## config.mk

```make
export PLATFORM = sky130hd
export DESIGN_NAME = pipeline_ctrl_flat
export DESIGN_NICKNAME = d
export VERILOG_FILES = /design/src/rtl/pipeline_ctrl_if.sv /design/src/rtl/pipeline_ctrl.sv /design/src/flat_wrapper.sv
export SDC_FILE = /design/constraint.sdc
export NUM_CORES = 1
export LEC_CHECK = 0
export CORE_AREA = 2 2 160 131
export CTS_CLUSTER_SIZE = 25
export DETAILED_ROUTE_END_ITERATION = 16
export DIE_AREA = 0 0 162 133
export PLACE_DENSITY = 0.78
export SYNTH_ARGS = -nofsm -noshare
export SYNTH_HDL_FRONTEND = slang
export SYNTH_SLANG_ARGS = --single-unit
```

## constraint.sdc

```tcl
create_clock -name clk -period 4.3 [get_ports clk]
set_clock_uncertainty 0.1 [all_clocks]
set_input_delay 0.86 -clock clk [delete_from_list [all_inputs] [get_ports clk]]
set_output_delay 0.86 -clock clk [all_outputs]
set_load 0.1 [all_outputs]
```

## src/rtl/pipeline_ctrl_if.sv

```systemverilog
// Hazard/sequencing bundle between the 5-stage datapath and pipeline_ctrl.
// The datapath side uses master; the controller uses slave.
interface pipeline_ctrl_if #(
  parameter int XLEN  = 64,
  parameter int CNT_W = 64
);
  logic             imem_busy;
  logic             dmem_busy;
  logic             muldiv_busy;
  logic [4:0]       id_rs1;
  logic [4:0]       id_rs2;
  logic             id_use_rs1;
  logic             id_use_rs2;
  logic             ex_is_load;
  logic [4:0]       ex_rd;
  logic             ex_redirect;
  logic [XLEN-1:0]  ex_target;

  logic             stall_if, stall_id, stall_ex, stall_mem;
  logic             flush_id, flush_ex, flush_mem, flush_wb;
  logic             pc_load;
  logic [XLEN-1:0]  pc_target;
  logic             fetch_discard;
  logic [CNT_W-1:0] stall_cycles;
  logic [CNT_W-1:0] flush_count;

  modport master (
    output imem_busy, dmem_busy, muldiv_busy, id_rs1, id_rs2, id_use_rs1,
           id_use_rs2, ex_is_load, ex_rd, ex_redirect, ex_target,
    input  stall_if, stall_id, stall_ex, stall_mem, flush_id, flush_ex,
           flush_mem, flush_wb, pc_load, pc_target, fetch_discard,
           stall_cycles, flush_count
  );

  modport slave (
    input  imem_busy, dmem_busy, muldiv_busy, id_rs1, id_rs2, id_use_rs1,
           id_use_rs2, ex_is_load, ex_rd, ex_redirect, ex_target,
    output stall_if, stall_id, stall_ex, stall_mem, flush_id, flush_ex,
           flush_mem, flush_wb, pc_load, pc_target, fetch_discard,
           stall_cycles, flush_count
  );
endinterface

```

## src/rtl/pipeline_ctrl.sv

```systemverilog
// Central stall/flush/PC-redirect controller for the 5-stage pipeline.
// A redirect that hits a busy fetch parks in DRAIN until the stale response returns.
module pipeline_ctrl #(
  parameter int XLEN  = 64,
  parameter int CNT_W = 64
) (
  input  logic            clk,
  input  logic            reset,
  pipeline_ctrl_if.slave  bus
);

  typedef enum logic {RUN, DRAIN} state_e;

  state_e           state_q, state_d;
  logic [XLEN-1:0]  tgt_q, tgt_d;
  logic [CNT_W-1:0] stall_cnt_q, stall_cnt_d;
  logic [CNT_W-1:0] flush_cnt_q, flush_cnt_d;

  logic mem_stall, ex_stall, load_use, redirect_acc;
  logic stall_if, stall_id, stall_ex, stall_mem;
  logic flush_id, flush_ex, flush_mem, flush_wb;
  logic pc_load, fetch_discard;
  logic [XLEN-1:0] pc_target;

  assign mem_stall = bus.dmem_busy;
  assign ex_stall  = bus.muldiv_busy;
  assign load_use  = bus.ex_is_load && (bus.ex_rd != 5'd0) &&
                     ((bus.id_use_rs1 && (bus.id_rs1 == bus.ex_rd)) ||
                      (bus.id_use_rs2 && (bus.id_rs2 == bus.ex_rd)));

  always_comb begin
    stall_if      = 1'b0;
    stall_id      = 1'b0;
    stall_ex      = 1'b0;
    stall_mem     = 1'b0;
    flush_id      = 1'b0;
    flush_ex      = 1'b0;
    flush_mem     = 1'b0;
    flush_wb      = 1'b0;
    pc_load       = 1'b0;
    pc_target     = '0;
    fetch_discard = 1'b0;
    redirect_acc  = 1'b0;
    state_d       = state_q;
    tgt_d         = tgt_q;

    if (reset) begin
      state_d = RUN;
    end else if (state_q == DRAIN) begin
      // While busy the response is stale; when it goes idle the stale one lands now.
      stall_if      = 1'b1;
      flush_id      = 1'b1;
      fetch_discard = 1'b1;
      if (!bus.imem_busy) begin
        pc_load   = 1'b1;
        pc_target = tgt_q;
        state_d   = RUN;
      end
      // IF/ID already holds a bubble here, so holding it is as good as flushing it.
      if (mem_stall) begin
        stall_id  = 1'b1;
        stall_ex  = 1'b1;
        stall_mem = 1'b1;
        flush_wb  = 1'b1;
        flush_id  = 1'b0;
      end else if (ex_stall) begin
        stall_id  = 1'b1;
        stall_ex  = 1'b1;
        flush_mem = 1'b1;
        flush_id  = 1'b0;
      end
    end else begin
      if (mem_stall) begin
        stall_if  = 1'b1;
        stall_id  = 1'b1;
        stall_ex  = 1'b1;
        stall_mem = 1'b1;
        flush_wb  = 1'b1;
      end else if (ex_stall) begin
        stall_if  = 1'b1;
        stall_id  = 1'b1;
        stall_ex  = 1'b1;
        flush_mem = 1'b1;
      end else if (bus.ex_redirect) begin
        redirect_acc = 1'b1;
        flush_id     = 1'b1;
        flush_ex     = 1'b1;
        if (bus.imem_busy) begin
          stall_if = 1'b1;
          tgt_d    = bus.ex_target;
          state_d  = DRAIN;
        end else begin
          pc_load   = 1'b1;
          pc_target = bus.ex_target;
        end
      end else if (load_use) begin
        stall_if = 1'b1;
        stall_id = 1'b1;
        flush_ex = 1'b1;
      end else if (bus.imem_busy) begin
        stall_if = 1'b1;
        flush_id = 1'b1;
      end
    end

    stall_cnt_d = stall_cnt_q + {{(CNT_W-1){1'b0}}, stall_if};
    flush_cnt_d = flush_cnt_q + {{(CNT_W-1){1'b0}}, redirect_acc};
  end

  always_ff @(posedge clk) begin
    if (reset) begin
      state_q     <= RUN;
      tgt_q       <= '0;
      stall_cnt_q <= '0;
      flush_cnt_q <= '0;
    end else begin
      state_q     <= state_d;
      tgt_q       <= tgt_d;
      stall_cnt_q <= stall_cnt_d;
      flush_cnt_q <= flush_cnt_d;
    end
  end

  assign bus.stall_if      = stall_if;
  assign bus.stall_id      = stall_id;
  assign bus.stall_ex      = stall_ex;
  assign bus.stall_mem     = stall_mem;
  assign bus.flush_id      = flush_id;
  assign bus.flush_ex      = flush_ex;
  assign bus.flush_mem     = flush_mem;
  assign bus.flush_wb      = flush_wb;
  assign bus.pc_load       = pc_load;
  assign bus.pc_target     = pc_target;
  assign bus.fetch_discard = fetch_discard;
  assign bus.stall_cycles  = stall_cnt_q;
  assign bus.flush_count   = flush_cnt_q;

endmodule

```

## src/flat_wrapper.sv

```systemverilog
// flat-port wrapper written by rule: the top's interface ports become plain ports
module pipeline_ctrl_flat 
#(
  parameter int XLEN  = 64,
  parameter int CNT_W = 64
)
  (clk, reset, bus_imem_busy, bus_dmem_busy, bus_muldiv_busy, bus_id_rs1, bus_id_rs2, bus_id_use_rs1, bus_id_use_rs2, bus_ex_is_load, bus_ex_rd, bus_ex_redirect, bus_ex_target, bus_stall_if, bus_stall_id, bus_stall_ex, bus_stall_mem, bus_flush_id, bus_flush_ex, bus_flush_mem, bus_flush_wb, bus_pc_load, bus_pc_target, bus_fetch_discard, bus_stall_cycles, bus_flush_count);
  pipeline_ctrl_if #(.XLEN(XLEN), .CNT_W(CNT_W)) bus_i ();
  input  logic clk;
  input  logic reset;
  input wire logic [$bits(bus_i.imem_busy)-1:0] bus_imem_busy;
  input wire logic [$bits(bus_i.dmem_busy)-1:0] bus_dmem_busy;
  input wire logic [$bits(bus_i.muldiv_busy)-1:0] bus_muldiv_busy;
  input wire logic [$bits(bus_i.id_rs1)-1:0] bus_id_rs1;
  input wire logic [$bits(bus_i.id_rs2)-1:0] bus_id_rs2;
  input wire logic [$bits(bus_i.id_use_rs1)-1:0] bus_id_use_rs1;
  input wire logic [$bits(bus_i.id_use_rs2)-1:0] bus_id_use_rs2;
  input wire logic [$bits(bus_i.ex_is_load)-1:0] bus_ex_is_load;
  input wire logic [$bits(bus_i.ex_rd)-1:0] bus_ex_rd;
  input wire logic [$bits(bus_i.ex_redirect)-1:0] bus_ex_redirect;
  input wire logic [$bits(bus_i.ex_target)-1:0] bus_ex_target;
  output wire logic [$bits(bus_i.stall_if)-1:0] bus_stall_if;
  output wire logic [$bits(bus_i.stall_id)-1:0] bus_stall_id;
  output wire logic [$bits(bus_i.stall_ex)-1:0] bus_stall_ex;
  output wire logic [$bits(bus_i.stall_mem)-1:0] bus_stall_mem;
  output wire logic [$bits(bus_i.flush_id)-1:0] bus_flush_id;
  output wire logic [$bits(bus_i.flush_ex)-1:0] bus_flush_ex;
  output wire logic [$bits(bus_i.flush_mem)-1:0] bus_flush_mem;
  output wire logic [$bits(bus_i.flush_wb)-1:0] bus_flush_wb;
  output wire logic [$bits(bus_i.pc_load)-1:0] bus_pc_load;
  output wire logic [$bits(bus_i.pc_target)-1:0] bus_pc_target;
  output wire logic [$bits(bus_i.fetch_discard)-1:0] bus_fetch_discard;
  output wire logic [$bits(bus_i.stall_cycles)-1:0] bus_stall_cycles;
  output wire logic [$bits(bus_i.flush_count)-1:0] bus_flush_count;
  assign bus_i.imem_busy = bus_imem_busy;
  assign bus_i.dmem_busy = bus_dmem_busy;
  assign bus_i.muldiv_busy = bus_muldiv_busy;
  assign bus_i.id_rs1 = bus_id_rs1;
  assign bus_i.id_rs2 = bus_id_rs2;
  assign bus_i.id_use_rs1 = bus_id_use_rs1;
  assign bus_i.id_use_rs2 = bus_id_use_rs2;
  assign bus_i.ex_is_load = bus_ex_is_load;
  assign bus_i.ex_rd = bus_ex_rd;
  assign bus_i.ex_redirect = bus_ex_redirect;
  assign bus_i.ex_target = bus_ex_target;
  assign bus_stall_if = bus_i.stall_if;
  assign bus_stall_id = bus_i.stall_id;
  assign bus_stall_ex = bus_i.stall_ex;
  assign bus_stall_mem = bus_i.stall_mem;
  assign bus_flush_id = bus_i.flush_id;
  assign bus_flush_ex = bus_i.flush_ex;
  assign bus_flush_mem = bus_i.flush_mem;
  assign bus_flush_wb = bus_i.flush_wb;
  assign bus_pc_load = bus_i.pc_load;
  assign bus_pc_target = bus_i.pc_target;
  assign bus_fetch_discard = bus_i.fetch_discard;
  assign bus_stall_cycles = bus_i.stall_cycles;
  assign bus_flush_count = bus_i.flush_count;
  pipeline_ctrl #(.XLEN(XLEN), .CNT_W(CNT_W)) u_core (.clk(clk), .reset(reset), .bus(bus_i));
endmodule
```

==> out/metrics.yaml <==
grt.total_usage_pct: 24.9
synth_compound_gate_area_share_pct: 11.5
grt_pass1_wl_mm: 43.9
grt_antenna_before_repair: 0
start_util_pct: 46.1
worstPathRequired_ns: 4.55
clk_pin_slew_ns: 0.07
min_period_over_period_pct: 93.5
yosys_most_used_dff: "dfxtp_1"
die_h_um: 133
synth_cells: 1149
dieArea_um2: 21500
cts_resized: 0
cts-root-buf: "clkbuf_16"
io_pins: 290
slew_viol_final: 0
worstPathArrival_ns: 4.27
period_needed_ns: 4.02
tritoncts: "done"
busiest_layer: "met2"
firstDrtPassIters: 5
worstSetupStartpointType: "primary input"
drive_above_1_share_pct: 11.3
yosys-top-cells-count: "193 x dfxtp_1, 173 x nand2_1, 141 x nor2_1, 128 x a21oi_1, 64 x mux2i_1"
yosysSeqAreaShare_pct: 41.7
via_per_inst: 5.46
worstMarginPinSlew_ns: 1.08
place_worst_setup_slack_ns: -0.154
row_count: 47
gr-total-overflow: 0
critPathKind: "in2reg"
regArea_um2: 3870
async_reset_ff_share_pct: 0
maxCapViolCount: 0
synth_area_per_cell_um2: 8.06
routabilityCongestion: 0.798
ir_worst_vdd_mv: 0.231
fill_cells: 1619
dp_hpwl_mm: 19.4
synth_fp_nets: 1241
setup_ws_ns: 0.279
h-tree-depth: 4
synth_top_cell_by_area: "dfxtp_1"
drc: 0
post-route-util_pct: 68.4
synth_xor_xnor_area_share_pct: 6.43
yosysWarningCount: 0
diodes: 0
worstHoldPathType: "reg2reg"
power_leakage_nw: 4.58
p_per_area_nw_per_um2: 282
relSlewSlack_pct: 28.1
core_area_um2: 20100
wire_per_inst_um: 16.0
critPathMaxFanout: 15
synth_mux_area_share_pct: 7.16
portBuffers: 289
syn_area_um2: 9270
finalSetupViolCount: 0
grt_pass1_vias: 8723
die_w_um: 162
end_kind: "flip-flop"
synth_top_area_share_pct: 41.7
vias: 9285
finalNonFillerCells: 1699
synthTopCellsByArea: "dfxtp_1 42%, nand2_1 7.0%, a21oi_1 6.9%, mux2i_1 6.9%, nor2_1 5.7%"
hold_viol_final: 0
place_inst: 1667
synthAdderAreaFrac_pct: 0.540
finalWirelength_mm: 27.2
synth.distinct_cells: 44
drt_iter0_markers: 627
multiInputGateArea_um2: 5090
met2_usage_pct: 41.4
post_cts_buffers: 0
ant_nets: 0
status: "complete, no violations"
nNetsFinal: 1509
synth_top_family_by_area: "simple AND/OR/NAND/NOR gates"
grt_max_degree: 92
cts.sink_count: 193
ys_ff_latch: 193
synth-simple-area-share_pct: 29.1
fmax_mhz: 249
cts_buffers: 17
met1_usage_pct: 31.4
rsz0062_at_grt: "false"
clk-insertion-delay-late_ns: 0.43
yosys.cell_count.top_type: "dfxtp_1"
synth-edff-count: 0
cts_buffer_depth: 2
grt_util_met3_pct: 6.96
syn2layout_area_growth_pct: 48.5
holdBufCountCts: 0
-- metrics by stage --
stage	hold slack [ns]	total power, W	cell area, um^2	TNS, ns
floorplan	0.336	0.00206	9280	-0.0615
global placement	0.341	0.00224	13100	-0.228
detailed placement	0.346	0.00224	13100	-0.963
CTS	0.356	0.00390	13800	0
global route	0.373	0.00399	13800	0
finish	0.354	0.00387	13800	0
-- layout by cell type (no fill, tap or decap), types with 3 or more instances in the layout --
master           count
nand2_1            173
o31ai_1             20
o21ai_0             44
inv_6                4
nand4_4              3
xnor2_1             16
a21oi_1            128
nor4_1              14
buf_12              71
buf_4               28
or4_1               21
or2_2                3
nor2_1             141
clkdlybuf4s50_1    214
mux2i_1             64
inv_1               17
nor2b_1              9
nand4_1             48
and3_1              10
or3_1               38
and4_1               7
and2_1               3
nor4_4               3
ha_1                 4
nor3_1              10
nand3_1             37
clkbuf_16           17
bufinv_16            3
or3_2                6
dfxtp_1            192
xor2_1              52
-- sequential cells by signal, summed over array words and instances, names as in the netlist --
register                 cells
u_core.tgt_q                64
u_core.bus.stall_cycles     64
u_core.state_q               1
u_core.bus.flush_count      64
-- report_power, final --
group          switching (W)  internal (W)
clock network       0.000725      0.000946
logic               0.000231      0.000160
registers          0.0000101       0.00180
total               0.000967       0.00291
-- cells by family (layout without fill, tap and decap cells) --
family                   count (synthesis)  count (layout)
AO/OA/AOI/OAI                          199             199
XOR/XNOR                                68              68
adder cells (fa/ha/maj)                  4               4
buffers and inverters                   82             363
flip-flops                             193             193
multiplexers                            66              66
AND/OR/NAND/NOR                        537             537
-- path summary, 6_finish.rpt --
check	depth (start not counted)	from	to	slack [ns]
worst min register to register	2	u_core.tgt_q[23]$_SDFFE_PP0P_	u_core.tgt_q[23]$_SDFFE_PP0P_	0.35
worst max-delay path	14	bus_ex_rd[1]	u_core.bus.stall_cycles[60]$_SDFF_PP0_	0.28
worst min-delay path	2	u_core.tgt_q[23]$_SDFFE_PP0P_	u_core.tgt_q[23]$_SDFFE_PP0P_	0.35
worst max register to register	9	u_core.state_q$_SDFF_PP0_	u_core.bus.flush_count[63]$_SDFF_PP0_	1.33
-- critical path, cell delays in order --
cell             delay [ns]
clkdlybuf4s50_1        0.47
xor2_1                 0.19
nor4_1                 0.26
and3_1                 0.19
o221a_2                0.24
o2bb2ai_2              0.13
ha_1                   0.19
ha_1                   0.17
nand2_1                0.08
nor4_2                 0.41
buf_4                  0.20
nand3_4                0.15
or4_1                  0.55
a21oi_1                0.16
-- routing by layer --
layer / wire [um] / vias to the layer above
li1: - / 4557
met1: 11700 / 4411
met3: 1740 / 38
met4: 513 / 0
met5: 0 / -
met2: 13300 / 279
-- layout make-up --
cell class / count / share of cell area [%]
Tap cell: 269 / 2.45
Inverter: 17 / 0.464
Clock buffer: 19 / 3.22
Clock inverter: 13 / 1.25
Timing Repair Buffer: 314 / 27.5
Multi-Input combinational cell: 874 / 37.0
Sequential cell: 193 / 28.1
Note: power is estimated with default switching activity, not from simulation.
